**src/rtl/i2c_pkg.sv**
```systemverilog
// Shared types and constants for the I2C register-file slave.
package i2c_pkg;

    localparam int ADDR_BITS = 7;
    localparam int BYTE_BITS = 8;

    localparam logic [ADDR_BITS-1:0] GENERAL_CALL_ADDR = 7'h00;
    localparam logic                 I2C_RW_WRITE      = 1'b0;
    localparam logic                 I2C_RW_READ       = 1'b1;

    typedef enum logic [3:0] {
        ST_IDLE,
        ST_ADDR,
        ST_ADDR_ACK,
        ST_PTR,
        ST_PTR_ACK,
        ST_WDATA,
        ST_WDATA_ACK,
        ST_RDATA,
        ST_RACK,
        ST_IGNORE
    } i2c_state_t;

endpackage

```
**src/rtl/i2c_bus_sync.sv**
```systemverilog
// SCL/SDA synchronisers with one-CLK SCL edge and START/STOP condition pulses.
module i2c_bus_sync #(
    parameter int SYNC_STAGES = 2
) (
    input  logic clk,
    input  logic rst,
    input  logic scl,
    input  logic sda_in,
    output logic sda_s,
    output logic scl_rise,
    output logic scl_fall,
    output logic start_det,
    output logic stop_det
);

    logic [SYNC_STAGES-1:0] scl_sync;
    logic [SYNC_STAGES-1:0] sda_sync;
    logic                   scl_s;
    logic                   scl_prev;
    logic                   sda_prev;

    // Idle bus level is high on both lines, so reset to 1 to avoid phantom edges.
    always_ff @(posedge clk or posedge rst) begin
        if (rst) begin
            scl_sync <= '1;
            sda_sync <= '1;
            scl_prev <= 1'b1;
            sda_prev <= 1'b1;
        end else begin
            scl_sync <= {scl_sync[SYNC_STAGES-2:0], scl};
            sda_sync <= {sda_sync[SYNC_STAGES-2:0], sda_in};
            scl_prev <= scl_s;
            sda_prev <= sda_s;
        end
    end

    assign scl_s     = scl_sync[SYNC_STAGES-1];
    assign sda_s     = sda_sync[SYNC_STAGES-1];
    assign scl_rise  = scl_s & ~scl_prev;
    assign scl_fall  = ~scl_s & scl_prev;
    assign start_det = scl_s & scl_prev & sda_prev & ~sda_s;
    assign stop_det  = scl_s & scl_prev & ~sda_prev & sda_s;

endmodule

```
**src/rtl/i2c_slave_regs.sv**
```systemverilog
// I2C slave with auto-incrementing byte register file and host access port.
// Optional general-call write support is enabled by defining I2C_GENERAL_CALL_EN.
module i2c_slave_regs
    import i2c_pkg::*;
#(
    parameter logic [ADDR_BITS-1:0] ADDRESS     = 7'h26,
    parameter int                   DEPTH       = 16,
    parameter int                   SYNC_STAGES = 2,
    localparam int                  PTR_W       = $clog2(DEPTH)
) (
    input  logic                 clk,
    input  logic                 rst,
    input  logic                 scl,
    input  logic                 sda_in,
    output logic                 sda_oe,
    input  logic                 host_we,
    input  logic [PTR_W-1:0]     host_addr,
    input  logic [BYTE_BITS-1:0] host_wdata,
    output logic [BYTE_BITS-1:0] host_rdata,
    output logic                 wr_valid,
    output logic [PTR_W-1:0]     wr_addr,
    output logic [BYTE_BITS-1:0] wr_data,
    output logic                 busy,
    output logic                 gc_hit
);

`ifdef I2C_GENERAL_CALL_EN
    localparam bit GC_EN = 1'b1;
`else
    localparam bit GC_EN = 1'b0;
`endif

    logic sda_s, scl_rise, scl_fall, start_det, stop_det;

    i2c_bus_sync #(.SYNC_STAGES(SYNC_STAGES)) u_sync (
        .clk       (clk),
        .rst       (rst),
        .scl       (scl),
        .sda_in    (sda_in),
        .sda_s     (sda_s),
        .scl_rise  (scl_rise),
        .scl_fall  (scl_fall),
        .start_det (start_det),
        .stop_det  (stop_det)
    );

    i2c_state_t           state;
    logic [3:0]           bit_cnt;
    logic [BYTE_BITS-1:0] shreg;
    logic [PTR_W-1:0]     ptr;
    logic                 rw_read;
    logic                 is_gc;
    logic [BYTE_BITS-1:0] regs [DEPTH];

    logic [BYTE_BITS-1:0] byte_in;
    logic                 byte_done;
    logic                 addr_hit;
    logic                 gc_match;
    logic                 i2c_we;

    assign byte_in   = {shreg[BYTE_BITS-2:0], sda_s};
    assign byte_done = scl_rise && (bit_cnt == 4'd7);
    assign addr_hit  = (byte_in[BYTE_BITS-1:1] == ADDRESS);
    assign gc_match  = GC_EN && (byte_in[BYTE_BITS-1:1] == GENERAL_CALL_ADDR)
                       && (byte_in[0] == I2C_RW_WRITE);
    assign i2c_we    = (state == ST_WDATA) && byte_done && !start_det && !stop_det;

    // NOTE: the register file has a defined reset value, so every entry is a flop with reset.
    // The I2C write is placed last so it wins a same-cycle collision with the host.
    always_ff @(posedge clk or posedge rst) begin
        if (rst) begin
            for (int i = 0; i < DEPTH; i++) regs[i] <= '0;
        end else begin
            if (host_we) regs[host_addr] <= host_wdata;
            if (i2c_we)  regs[ptr]       <= byte_in;
        end
    end

    assign host_rdata = regs[host_addr];

    always_ff @(posedge clk or posedge rst) begin
        if (rst) begin
            state    <= ST_IDLE;
            bit_cnt  <= '0;
            shreg    <= '0;
            ptr      <= '0;
            rw_read  <= 1'b0;
            is_gc    <= 1'b0;
            sda_oe   <= 1'b0;
            busy     <= 1'b0;
            wr_valid <= 1'b0;
            wr_addr  <= '0;
            wr_data  <= '0;
            gc_hit   <= 1'b0;
        end else begin
            wr_valid <= 1'b0;
            gc_hit   <= 1'b0;
            if (stop_det) begin
                state   <= ST_IDLE;
                sda_oe  <= 1'b0;
                busy    <= 1'b0;
                bit_cnt <= '0;
            end else if (start_det) begin
                state   <= ST_ADDR;
                sda_oe  <= 1'b0;
                bit_cnt <= '0;
            end else begin
                case (state)
                    ST_ADDR, ST_PTR, ST_WDATA: if (scl_rise) begin
                        shreg   <= byte_in;
                        bit_cnt <= byte_done ? 4'd0 : bit_cnt + 4'd1;
                        if (byte_done) begin
                            if (state == ST_ADDR) begin
                                rw_read <= (byte_in[0] == I2C_RW_READ);
                                is_gc   <= gc_match;
                                busy    <= addr_hit || gc_match;
                                state   <= (addr_hit || gc_match) ? ST_ADDR_ACK : ST_IGNORE;
                            end else if (state == ST_PTR) begin
                                ptr   <= byte_in[PTR_W-1:0];
                                state <= ST_PTR_ACK;
                            end else begin
                                wr_valid <= 1'b1;
                                wr_addr  <= ptr;
                                wr_data  <= byte_in;
                                ptr      <= ptr + PTR_W'(1);
                                state    <= ST_WDATA_ACK;
                            end
                        end
                    end
                    // First SCL fall drives the ACK, the second ends it and starts the next byte.
                    ST_ADDR_ACK: if (scl_fall) begin
                        if (!sda_oe) begin
                            sda_oe <= 1'b1;
                            gc_hit <= is_gc;
                        end else if (rw_read) begin
                            shreg  <= regs[ptr];
                            sda_oe <= ~regs[ptr][BYTE_BITS-1];
                            state  <= ST_RDATA;
                        end else begin
                            sda_oe <= 1'b0;
                            state  <= ST_PTR;
                        end
                    end
                    ST_PTR_ACK, ST_WDATA_ACK: if (scl_fall) begin
                        sda_oe <= !sda_oe;
                        if (sda_oe) state <= ST_WDATA;
                    end
                    ST_RDATA: begin
                        if (scl_rise) begin
                            bit_cnt <= bit_cnt + 4'd1;
                        end else if (scl_fall) begin
                            if (bit_cnt == 4'd8) begin
                                sda_oe  <= 1'b0;
                                bit_cnt <= '0;
                                ptr     <= ptr + PTR_W'(1);
                                state   <= ST_RACK;
                            end else begin
                                shreg  <= shreg << 1;
                                sda_oe <= ~shreg[BYTE_BITS-2];
                            end
                        end
                    end
                    ST_RACK: begin
                        if (scl_rise && sda_s) begin
                            state <= ST_IGNORE;
                            busy  <= 1'b0;
                        end else if (scl_fall) begin
                            shreg  <= regs[ptr];
                            sda_oe <= ~regs[ptr][BYTE_BITS-1];
                            state  <= ST_RDATA;
                        end
                    end
                    default: ;
                endcase
            end
        end
    end

endmodule

```
**config.mk**
```make
export PLATFORM = sky130hd
export DESIGN_NAME = i2c_slave_regs
export DESIGN_NICKNAME = d
export VERILOG_FILES = /design/src/rtl/i2c_pkg.sv /design/src/rtl/i2c_bus_sync.sv /design/src/rtl/i2c_slave_regs.sv
export SDC_FILE = /design/constraint.sdc
export NUM_CORES = 1
export LEC_CHECK = 0
export BUFFER_PORTS_ARGS = -buffer_cell sky130_fd_sc_hd__buf_2
export CORE_MARGIN = 2
export CORE_UTILIZATION = 38
export CTS_BUF_LIST = sky130_fd_sc_hd__clkbuf_16
export DETAILED_ROUTE_END_ITERATION = 8
export GPL_ROUTABILITY_DRIVEN = 0
export PLACE_DENSITY = 0.64
export SLEW_MARGIN = 20
export SYNTH_ARGS = -nofsm -noshare
export SYNTH_HDL_FRONTEND = slang
export SYNTH_SLANG_ARGS = --single-unit
```
**constraint.sdc**
```tcl
create_clock -name clk -period 5 [get_ports clk]
set_input_delay 0.75 -clock clk [delete_from_list [all_inputs] [get_ports clk]]
set_output_delay 0.75 -clock clk [all_outputs]
set_load 0.01 [all_outputs]
```
==> results.yml <==
synthesis:
  synth-edff-count: 0
  synth.top_cell.area_share_pct: 39.1
  ys_types: 64
  synth_area_um2: 10400
  synth_seq_area_share_pct: 40.6
  yosys_register_bits: 169
  synth_top_area_cell: "dfrtp_1"
  yosys_warnings: 0
  synth_fp_nets: 996
  synth_cells: 970
  async_flop_share_pct: 100
  synthTopCellsByArea: "dfrtp_1 (39%), mux4_2 (16%), mux2i_1 (13%), a21oi_1 (7.1%), nor2_1 (5.2%)"
  synth.avg_cell_area_um2: 10.8
  synthFlopType: "dfrtp_1"
routing:
  wire_per_inst_um: 22.2
  vias: 7734
  wirelength_um: 28800
  first_iter_violations: 862
  drc_errors: 0
  ant_nets: 0
  vias_per_cell: 5.95
  firstDrtPassIters: 6
sta:
  clock_skew_ns: 0.0146
  slew_viol_final: 0
  finalCriticalPeriod_ns: 3.76
  hold_viol_final: 0
  tns_ns: 0
  fmax_mhz: 266
  tightest_slew_ns: 1.07
  setup_ws_ns: 1.24
  fin_crit_sh_pct: 75.2
  setup_viol: 0
  grt_setup_unrepaired: "false"
  relSlewSlack_pct: 28.7
clocking:
  cts_buffer_depth: 2
  postCtsSetupRepairBufs: 0
  cts-root-buf: "clkbuf_16"
  cts_tree: "yes"
  cts_resized: 0
  htree_num_levels: 4
  cts_buffers: 17
  insertion_delay_ns: 0.44
  cts_hold_buf: 0
  clkTransAtPathRegs_ns: 0.07
  cts_sinks: 169
grt:
  grt_max_degree: 170
  grt_pass1_wl_um: 45600
  grt.total_usage_pct: 20.8
  grt-ovfl-total: 0
  antenna_found_initial: 0
  grt_pass1_vias: 7414
floorplanning:
  initial_utilization_pct: 38.8
  rows: 60
  die_area_um2: 28800
  die_y_um: 170
  boundaryPins: 41
  core_um2: 27000
  die_w_um: 170
worst_hold_path:
  hold-path-cell-count: 0
  hold_class: "reg -> reg"
pwr:
  p_total_mw: 5.47
  power_density_nw_per_um2: 485
  p_leak_nw: 4.65
  vdd_ir_drop_max_uv: 248
finish:
  diodes: 0
  drive_above_1_share_pct: 19.9
  layout_common_cells: "dfrtp_1 (161), a21oi_1 (149), nor2_1 (145)"
  final_cells: 1299
  nets: 971
  area_growth_syn_to_layout_pct: 8.03
  final_area_um2: 11300
  final_common_cell: "dfrtp_1"
place:
  placed_cell_area_um2: 10700
  place_inst: 1267
  hpwlAfterDp_um: 19500
  portBuffers: 39
  pre_cts_ws_ns: 1.20
critical_path:
  critPathCaptureType: "output port"
  cp_data_arrival_time_ns: 3.01
  startpoint_type: "input pin"
  critPathMaxFanout: 33
  path_class: "in -> out"
  worst_r2r_path_depth: 6
  required_ns: 4.25
run_status:
  status: "finished, final reports clean"
run:
  maxCapViolations: 0
synthesized netlist by cell type (all sizes together) (4+ instances only):
cell type and number:
ha 9, nor2 151, mux2 17, o21ai 13
dfrtp 163, a21oi 149, or4b 4, clkbuf 44
dfstp 6, or3 5, mux2i 139, mux4 74
nand3 22, nand3b 5, a211oi 5, inv 12
a211o 5, nand2b 5, nand4 4, nor3 10
nor2b 7, buf 45, nand2 27
worst paths after layout:
kind / startpoint / to / slack [ns]
setup reg to reg: u_sync.scl_sync[1]$_DFF_PP1_ / regs[96]$_DFF_PP0_ / 1.37
hold reg to reg: u_sync.sda_sync[0]$_DFF_PP1_ / u_sync.sda_sync[1]$_DFF_PP1_ / 0.36
min in group asynchronous: rst / regs[97]$_DFF_PP0_ / 0.55
hold / removal: u_sync.sda_sync[0]$_DFF_PP1_ / u_sync.sda_sync[1]$_DFF_PP1_ / 0.36
max in group asynchronous: rst / ptr[1]$_DFFE_PP0P_ / 3.71
setup / recovery: host_addr[0] / host_rdata[1] / 1.24
worst max-delay path: stages:
cell and delay, ns:
buf_2 0.69, buf_4 0.38, mux4_2 0.53, mux4_2 0.49, buf_2 0.16
where the power goes:
| group | total, mW | internal (mW) | switching (mW) |
|---|---|---|---|
| logic | 1.82 | 0.998 | 0.826 |
| clock network | 1.31 | 0.696 | 0.610 |
| registers | 2.34 | 1.68 | 0.664 |
cell type report:
| class | instances | area (µm²) |
|---|---|---|
| multi-input combinational | 699 | 5750 |
| clock buffer | 17 | 425 |
| tap | 341 | 427 |
| fill | 2555 | 15700 |
| clock inverter | 15 | 140 |
| sequential | 169 | 4240 |
| timing repair buffer | 45 | 253 |
| inverter | 13 | 52.6 |
per-layer routing:
layer / vias up / global-route usage [%] / routed length (µm)
met1: 3851 / 30.6 / 12900
met2: 339 / 31.1 / 12900
li1: 3499 / - / -
met4: 0 / 7.58 / 794
met5: - / 0 / 0
met3: 45 / 3.29 / 2140
logic make-up (layout without fill, tap and decap cells):
logic type	after synthesis	in the layout	synth area share, %
buffers and inverters	102	90	4.54
flip-flops	169	169	40.6
AO/OA/AOI/OAI	196	196	10.5
adder cells (fa/ha/maj)	9	9	1.08
AND/OR/NAND/NOR	259	259	11.6
multiplexers	230	230	31.3
other	1	1	0.0359
XOR/XNOR	4	4	0.336
stage by stage:
stage | utilization, % | hold slack, ns
after floorplan | - | 0.345
after global placement | 39.8 | 0.346
after detailed placement | 39.8 | 0.347
after CTS | 41.9 | 0.357
after global routing | 41.9 | 0.364
final | 41.9 | 0.356
sequential cells by signal (all words and copies together), names as in the netlist:
name and cells:
regs 128, wr_data 8, shreg 7, bit_cnt 4, ptr 4, state 4, wr_addr 4, u_sync.scl_sync 2
u_sync.sda_sync 2, busy 1, rw_read 1, sda_oe 1, u_sync.scl_prev 1, u_sync.sda_prev 1, wr_valid 1
Power figures use the tool's default switching activity.
